**src/rtl/pcie_hcmd_pkg.sv**
```systemverilog
// Shared definitions for the NVMe host-command SQ fetch scheduler.
package pcie_hcmd_pkg;

  localparam int SQ_NUM_DEF     = 8;
  localparam int SQ_ID_W_DEF    = 3;
  localparam int PTR_W_DEF      = 8;
  localparam int FIFO_DEPTH_DEF = 128;
  localparam int CREDIT_W_DEF   = 8;

  typedef enum logic [3:0] {
    S_IDLE   = 4'b0001,
    S_ARB    = 4'b0010,
    S_REQ    = 4'b0100,
    S_UPDATE = 4'b1000
  } arb_state_e;

endpackage

```
**src/rtl/pcie_hcmd_rr_pick.sv**
```systemverilog
// Combinational round-robin priority encoder: first set bit of pend_i at or
// above rr_ptr_i, wrapping past the top index.
module pcie_hcmd_rr_pick
  import pcie_hcmd_pkg::*;
#(
  parameter int P_SQ_NUM      = SQ_NUM_DEF,
  parameter int P_SQ_ID_WIDTH = SQ_ID_W_DEF
) (
  input  logic [P_SQ_NUM-1:0]      pend_i,
  input  logic [P_SQ_ID_WIDTH-1:0] rr_ptr_i,
  output logic [P_SQ_ID_WIDTH-1:0] grant_o,
  output logic                     grant_valid_o
);

  int                       idx;
  logic [P_SQ_ID_WIDTH-1:0] idx_w;

  // Walk offsets from farthest to nearest so the nearest pending SQ wins.
  always_comb begin
    grant_o       = '0;
    grant_valid_o = 1'b0;
    idx           = 0;
    idx_w         = '0;
    for (int k = P_SQ_NUM - 1; k >= 0; k--) begin
      idx = int'(rr_ptr_i) + k;
      if (idx >= P_SQ_NUM) idx = idx - P_SQ_NUM;
      idx_w = P_SQ_ID_WIDTH'(idx);
      if (pend_i[idx_w]) begin
        grant_o       = idx_w;
        grant_valid_o = 1'b1;
      end
    end
  end

endmodule

```
**src/rtl/pcie_hcmd_sq_arb.sv**
```systemverilog
// Round-robin SQ fetch scheduler: tracks per-SQ heads against doorbell tails
// and issues credit-gated one-command fetch requests to the fetch DMA.
module pcie_hcmd_sq_arb
  import pcie_hcmd_pkg::*;
#(
  parameter int P_SQ_NUM       = SQ_NUM_DEF,
  parameter int P_SQ_ID_WIDTH  = SQ_ID_W_DEF,
  parameter int P_PTR_WIDTH    = PTR_W_DEF,
  parameter int P_FIFO_DEPTH   = FIFO_DEPTH_DEF,
  parameter int P_CREDIT_WIDTH = CREDIT_W_DEF
) (
  input  logic                            pcie_user_clk,
  input  logic                            pcie_user_rst,
  input  logic [P_SQ_NUM-1:0]             sq_valid,
  input  logic [P_SQ_NUM*P_PTR_WIDTH-1:0] sq_size,
  input  logic [P_SQ_NUM*P_PTR_WIDTH-1:0] sq_tail_ptr,
  output logic [P_SQ_NUM*P_PTR_WIDTH-1:0] sq_head_ptr,
  input  logic                            fifo_full_n,
  input  logic                            cmd_slot_release,
  output logic                            fetch_req,
  output logic [P_SQ_ID_WIDTH-1:0]        fetch_sq_id,
  output logic [P_PTR_WIDTH-1:0]          fetch_sq_head,
  input  logic                            fetch_req_ack
);

  localparam logic [P_CREDIT_WIDTH-1:0] CREDIT_FULL = P_CREDIT_WIDTH'(P_FIFO_DEPTH);
  localparam logic [P_SQ_ID_WIDTH-1:0]  LAST_ID     = P_SQ_ID_WIDTH'(P_SQ_NUM - 1);

  arb_state_e                  state_q, state_d;
  logic [P_PTR_WIDTH-1:0]      head_q [P_SQ_NUM];
  logic [P_PTR_WIDTH-1:0]      head_d [P_SQ_NUM];
  logic [P_PTR_WIDTH-1:0]      size_w [P_SQ_NUM];
  logic [P_PTR_WIDTH-1:0]      tail_w [P_SQ_NUM];
  logic [P_SQ_NUM-1:0]         pend;
  logic [P_SQ_ID_WIDTH-1:0]    rr_q, rr_d;
  logic [P_SQ_ID_WIDTH-1:0]    id_q, id_d;
  logic [P_PTR_WIDTH-1:0]      fhead_q, fhead_d;
  logic [P_CREDIT_WIDTH-1:0]   credit_q, credit_d;
  logic                        kill_q, kill_d;
  logic [P_SQ_ID_WIDTH-1:0]    grant;
  logic                        grant_valid;

  for (genvar gi = 0; gi < P_SQ_NUM; gi++) begin : g_sq
    assign size_w[gi] = sq_size[gi*P_PTR_WIDTH +: P_PTR_WIDTH];
    assign tail_w[gi] = sq_tail_ptr[gi*P_PTR_WIDTH +: P_PTR_WIDTH];
    assign sq_head_ptr[gi*P_PTR_WIDTH +: P_PTR_WIDTH] = head_q[gi];
    assign pend[gi] = sq_valid[gi] && (tail_w[gi] != head_q[gi]);
  end

  pcie_hcmd_rr_pick #(
    .P_SQ_NUM      (P_SQ_NUM),
    .P_SQ_ID_WIDTH (P_SQ_ID_WIDTH)
  ) u_rr_pick (
    .pend_i        (pend),
    .rr_ptr_i      (rr_q),
    .grant_o       (grant),
    .grant_valid_o (grant_valid)
  );

  assign fetch_req     = (state_q == S_REQ);
  assign fetch_sq_id   = id_q;
  assign fetch_sq_head = fhead_q;

  always_comb begin
    state_d = state_q;
    id_d    = id_q;
    fhead_d = fhead_q;
    rr_d    = rr_q;
    kill_d  = kill_q;
    unique case (state_q)
      S_IDLE: if (|pend && (credit_q != '0) && fifo_full_n) state_d = S_ARB;
      S_ARB: begin
        kill_d = 1'b0;
        if (grant_valid) begin
          id_d    = grant;
          fhead_d = head_q[grant];
          state_d = S_REQ;
        end else begin
          state_d = S_IDLE;
        end
      end
      S_REQ: begin
        // An SQ disabled mid-request keeps its head at 0 after the ack.
        if (!sq_valid[id_q]) kill_d = 1'b1;
        if (fetch_req_ack) state_d = S_UPDATE;
      end
      S_UPDATE: begin
        rr_d    = (id_q == LAST_ID) ? '0 : id_q + 1'b1;
        state_d = S_IDLE;
      end
      default: state_d = S_IDLE;
    endcase
  end

  always_comb begin
    for (int i = 0; i < P_SQ_NUM; i++) begin
      head_d[i] = head_q[i];
      if (!sq_valid[i]) begin
        head_d[i] = '0;
      end else if ((state_q == S_UPDATE) && !kill_q && (id_q == P_SQ_ID_WIDTH'(i))) begin
        head_d[i] = (head_q[i] == size_w[i]) ? '0 : head_q[i] + 1'b1;
      end
    end
  end

  // A consumed slot and a new fetch in the same cycle cancel out; the pool saturates at full.
  always_comb begin
    credit_d = credit_q;
    if ((state_q == S_UPDATE) && !cmd_slot_release) begin
      credit_d = credit_q - 1'b1;
    end else if ((state_q != S_UPDATE) && cmd_slot_release && (credit_q != CREDIT_FULL)) begin
      credit_d = credit_q + 1'b1;
    end
  end

  always_ff @(posedge pcie_user_clk) begin
    if (pcie_user_rst) begin
      state_q  <= S_IDLE;
      rr_q     <= '0;
      id_q     <= '0;
      fhead_q  <= '0;
      credit_q <= CREDIT_FULL;
      kill_q   <= 1'b0;
      for (int i = 0; i < P_SQ_NUM; i++) head_q[i] <= '0;
    end else begin
      state_q  <= state_d;
      rr_q     <= rr_d;
      id_q     <= id_d;
      fhead_q  <= fhead_d;
      credit_q <= credit_d;
      kill_q   <= kill_d;
      for (int i = 0; i < P_SQ_NUM; i++) head_q[i] <= head_d[i];
    end
  end

endmodule

```
**config.mk**
```make
export PLATFORM = sky130hd
export DESIGN_NAME = pcie_hcmd_sq_arb
export DESIGN_NICKNAME = d
export VERILOG_FILES = /design/src/rtl/pcie_hcmd_pkg.sv /design/src/rtl/pcie_hcmd_rr_pick.sv /design/src/rtl/pcie_hcmd_sq_arb.sv
export SDC_FILE = /design/constraint.sdc
export NUM_CORES = 1
export LEC_CHECK = 0
export ABC_AREA = 1
export CAP_MARGIN = 20
export CELL_PAD_IN_SITES_DETAIL_PLACEMENT = 1
export CELL_PAD_IN_SITES_GLOBAL_PLACEMENT = 1
export CORE_ASPECT_RATIO = 1.2
export CORE_MARGIN = 3
export CORE_UTILIZATION = 37
export DETAILED_ROUTE_END_ITERATION = 16
export PLACE_DENSITY = 0.94
export SYNTH_ARGS = -nofsm -noshare
export SYNTH_HDL_FRONTEND = slang
export SYNTH_HIERARCHICAL = 1
export SYNTH_SLANG_ARGS = --single-unit
```
**constraint.sdc**
```tcl
create_clock -name pcie_user_clk -period 7 [get_ports pcie_user_clk]
set_input_delay 1.05 -clock pcie_user_clk [delete_from_list [all_inputs] [get_ports pcie_user_clk]]
set_output_delay 1.05 -clock pcie_user_clk [all_outputs]
set_load 0.03 [all_outputs]
```
==> summary.txt <==
Min path
  – Min-delay src: credit_q[7]
  – Worst Hold End: credit_q[7]
  – Path type of the worst min-delay path: reg2reg
  – Min-Delay Path Depth: 2

Setup path
  – Reg2Reg Setup Slack: approximately 2.7 ns
  – Startpoint types: primary input
  – CP Class: in2reg
  – Critical Path AT: 4.90 ns
  – Reg2reg path depth: 20
  – CP Capture Type: flop
  – Max FO, Critical Path: 37
  – Worst Path Required: approximately 7.3 ns
  – Largest stage delay, worst path: around 0.59 ns
  – Reg2reg end: fetch_sq_head[2]
  – Reg-to-Reg Start: rr_q[1]
  – Crit path top cell by count: nand2_1
  – Slowest CP cell: inv_1

Timing
  – RSZ-0062 raised after global routing: no
  – Fmax achieved: roughly 0.21 GHz
  – Setup Total Neg Slack: 0 ns
  – Period utilization: between 60 and 70%
  – Clock Skews: 0.00583 ns
  – Final setup viols: 0
  – Hold Fails Final Rpt: 0
  – Final Max Slew Viols: 0
  – Rel. slew slack: a little over two fifths
  – Tmin final: 4.65 ns
  – Slew @ Worst Pin: between 0.8 and 0.9 ns

Logic synthesis
  – Most used DFF post-synth: dfxtp_1
  – Mapped Area: ~7500 µm²
  – EDFF count, synth: 0
  – Avg Cell Area, Syn: 6.82 µm²
  – Synth warn: 6
  – Yosys cell types: 52
  – Syn Nets: approximately 1.3k
  – Post-Synthesis Cells: between 1k and 1.5k
  – FFs w/ async S/R, synth: 0%
  – #FFs+latches synth: between 90 and 100
  – Sequential share of the synthesized area: 24.4%

Clocking
  – Clock sink count: 91
  – Hold_buf cts: 0
  – Clock slew seen by the registers of the worst setup and hold paths: ~0.06 ns
  – Clk Latency, worst-skew pair: 0.35 ns
  – Clock Path Buffers: 2
  – Htree depth: 3
  – Total CTS buffers: 9
  – CTS Root Cell: clkbuf_16
  – Post-CTS Resized: 0
  – CTS tree: built
  – Post-CTS Setup Bufs: 0

Drt
  – Pre-Repair DR Iteration Count: 5
  – Initial DRC Count: 494
  – Wirelength per Cell: ~19 µm
  – Via count: 8356
  – Remaining antenna violation count: 0
  – Final WL: 29200 µm
  – Vias per cell: 5.37
  – Residual DRC count: 0

Final layout
  – Final core occ: between 50% and 60%
  – Post-route cell area: roughly 10000 µm²
  – Filler cells: around 2.5k
  – Most frequent cells in the layout: nand2_1, clkdlybuf4s50_1, inv_1, xnor2_1, dfxtp_1
  – Most common cell after layout, fill and taps aside: nand2_1
  – Ant diodes: 0
  – Area delta synth->final: 36.2%
  – Layout cells sized above 1: about 8.5%
  – Fin cells: between 1.5k and 2k
  – Final nets: ~1.5k

Floorplanning
  – Core area: a little under 20000 µm²
  – Initial Util: a little under two fifths
  – Rows: 56
  – Die area: 21900 µm²
  – Die H: approximately 160 µm
  – Die Wd: roughly 140 µm
  – I/O pin total: ~220

Placed design
  – GPL Wtd Cong: 1.02
  – Post-DP HPWL: roughly 23000 µm
  – Placed Instances: 1541
  – Port bufs: roughly 220
  – Placement-stage cell area: around 9800 µm²

Pwr
  – Power per cell area: roughly 140 nW/µm²
  – P_leak: 3.85 nW
  – Total power: about 1.5 mW
  – VDD IR max: ~0.13 mV

Outcome
  – Status: completed

Global routing
  – First-pass GRT wire length: 46500 µm
  – GRT Overall Usage: 26.4%
  – Initial antenna violation count: 0
  – Vias in the first global route: between 8k and 9k
  – Total grt overflow: 0
  – Largest net degree at the start of global routing: 38

Flow run
  – Number of max-cap violations: 0
## state kept, by name, indices dropped and copies added (netlist names)
register / cells
head_q: 64
credit_q: 8
fetch_sq_head: 8
state_q: 4
fetch_sq_id: 3
rr_q: 3
kill_q: 1
## logic make-up (layout without fill, tap and decap cells)
family,after synthesis,count (layout),synth area share (%)
AO/OA/AOI/OAI,188,188,13.9
XOR/XNOR,134,134,16.0
adder cells (fa/ha/maj),23,23,3.96
buffers and inverters,169,370,9.12
flip-flops,91,91,24.4
AND/OR/NAND/NOR,489,489,32.6
## through the flow
| step | setup slack [ns] | hold slack, ns |
|---|---|---|
| 3_3_place_gp | 2.36 | 0.470 |
| 4_1_cts | 2.44 | 0.502 |
| 5_1_grt | 2.09 | 0.560 |
| 3_5_place_dp | 2.13 | 0.490 |
| 6_report | 2.35 | 0.498 |
| 2_1_floorplan | 3.53 | 0.450 |
## worst max-delay path by stage
stage / slack [ns] / endpoint / start / cells past startpoint
4_1_cts: 2.44 / fetch_sq_head[2] / sq_tail_ptr[61] / 25
5_1_grt: 2.09 / fetch_sq_head[0] / sq_tail_ptr[57] / 25
6_report: 2.35 / fetch_sq_head[0] / sq_tail_ptr[61] / 25
3_3_place_gp: 2.36 / fetch_sq_head[7] / sq_tail_ptr[57] / 25
3_5_place_dp: 2.13 / fetch_sq_head[7] / sq_tail_ptr[61] / 25
2_1_floorplan: 3.53 / fetch_sq_head[2] / sq_tail_ptr[5] / 26
## worst max-delay path, delay by kind of cell
family,cells,cell delay [ns]
compound gates,6,0.89
simple gates,14,1.47
buf+inv,5,1.45
## power by group
part,leakage [nW],total (mW),switching [mW],internal [mW]
registers,0.735,0.560,0.0234,0.537
clock network,0.166,0.571,0.213,0.358
logic,2.95,0.334,0.174,0.160
## per-layer routing
metal	GRT usage [%]	vias to the layer above	share of wire, %	wire length, µm
met1	30.3	4070	40	11600
met3	4.52	61	6.1	1790
met2	48.3	283	51	14900
li1	-	3942	-	-
met5	0	-	0	0
met4	9.95	0	3.0	886
## cell usage after synthesis, types with 7 or more instances
| cell type | number | area share (%) |
|---|---|---|
| nand2_1 | 222 | 11 |
| xor2_1 | 33 | 3.9 |
| a21oi_1 | 88 | 5.9 |
| o211ai_1 | 7 | 0.70 |
| nand4_1 | 16 | 1.3 |
| nand3_2 | 15 | 2.0 |
| dfxtp_1 | 91 | 24 |
| o21ai_0 | 60 | 4.0 |
| xnor2_1 | 100 | 12 |
| inv_2 | 12 | 0.60 |
| nor2_2 | 7 | 0.59 |
| clkbuf_1 | 21 | 1.1 |
| ha_1 | 22 | 3.7 |
| inv_1 | 121 | 6.1 |
| nor3b_1 | 7 | 0.70 |
| a211oi_1 | 8 | 0.81 |
| nor2_1 | 80 | 4.0 |
| nor3_1 | 30 | 2.0 |
| nand3_1 | 59 | 4.0 |
| nand2_2 | 16 | 1.3 |
## area by class of cell
class	count	area, µm²	area share [%]
clock buffer	11	243	2.39
timing repair buffer	219	2180	21.5
multi-input combinational	834	4960	48.8
inverter	136	523	5.15
sequential	91	1820	17.9
tap	261	327	3.21
clock inverter	4	98.8	0.973
Power figures use the tool's default switching activity.
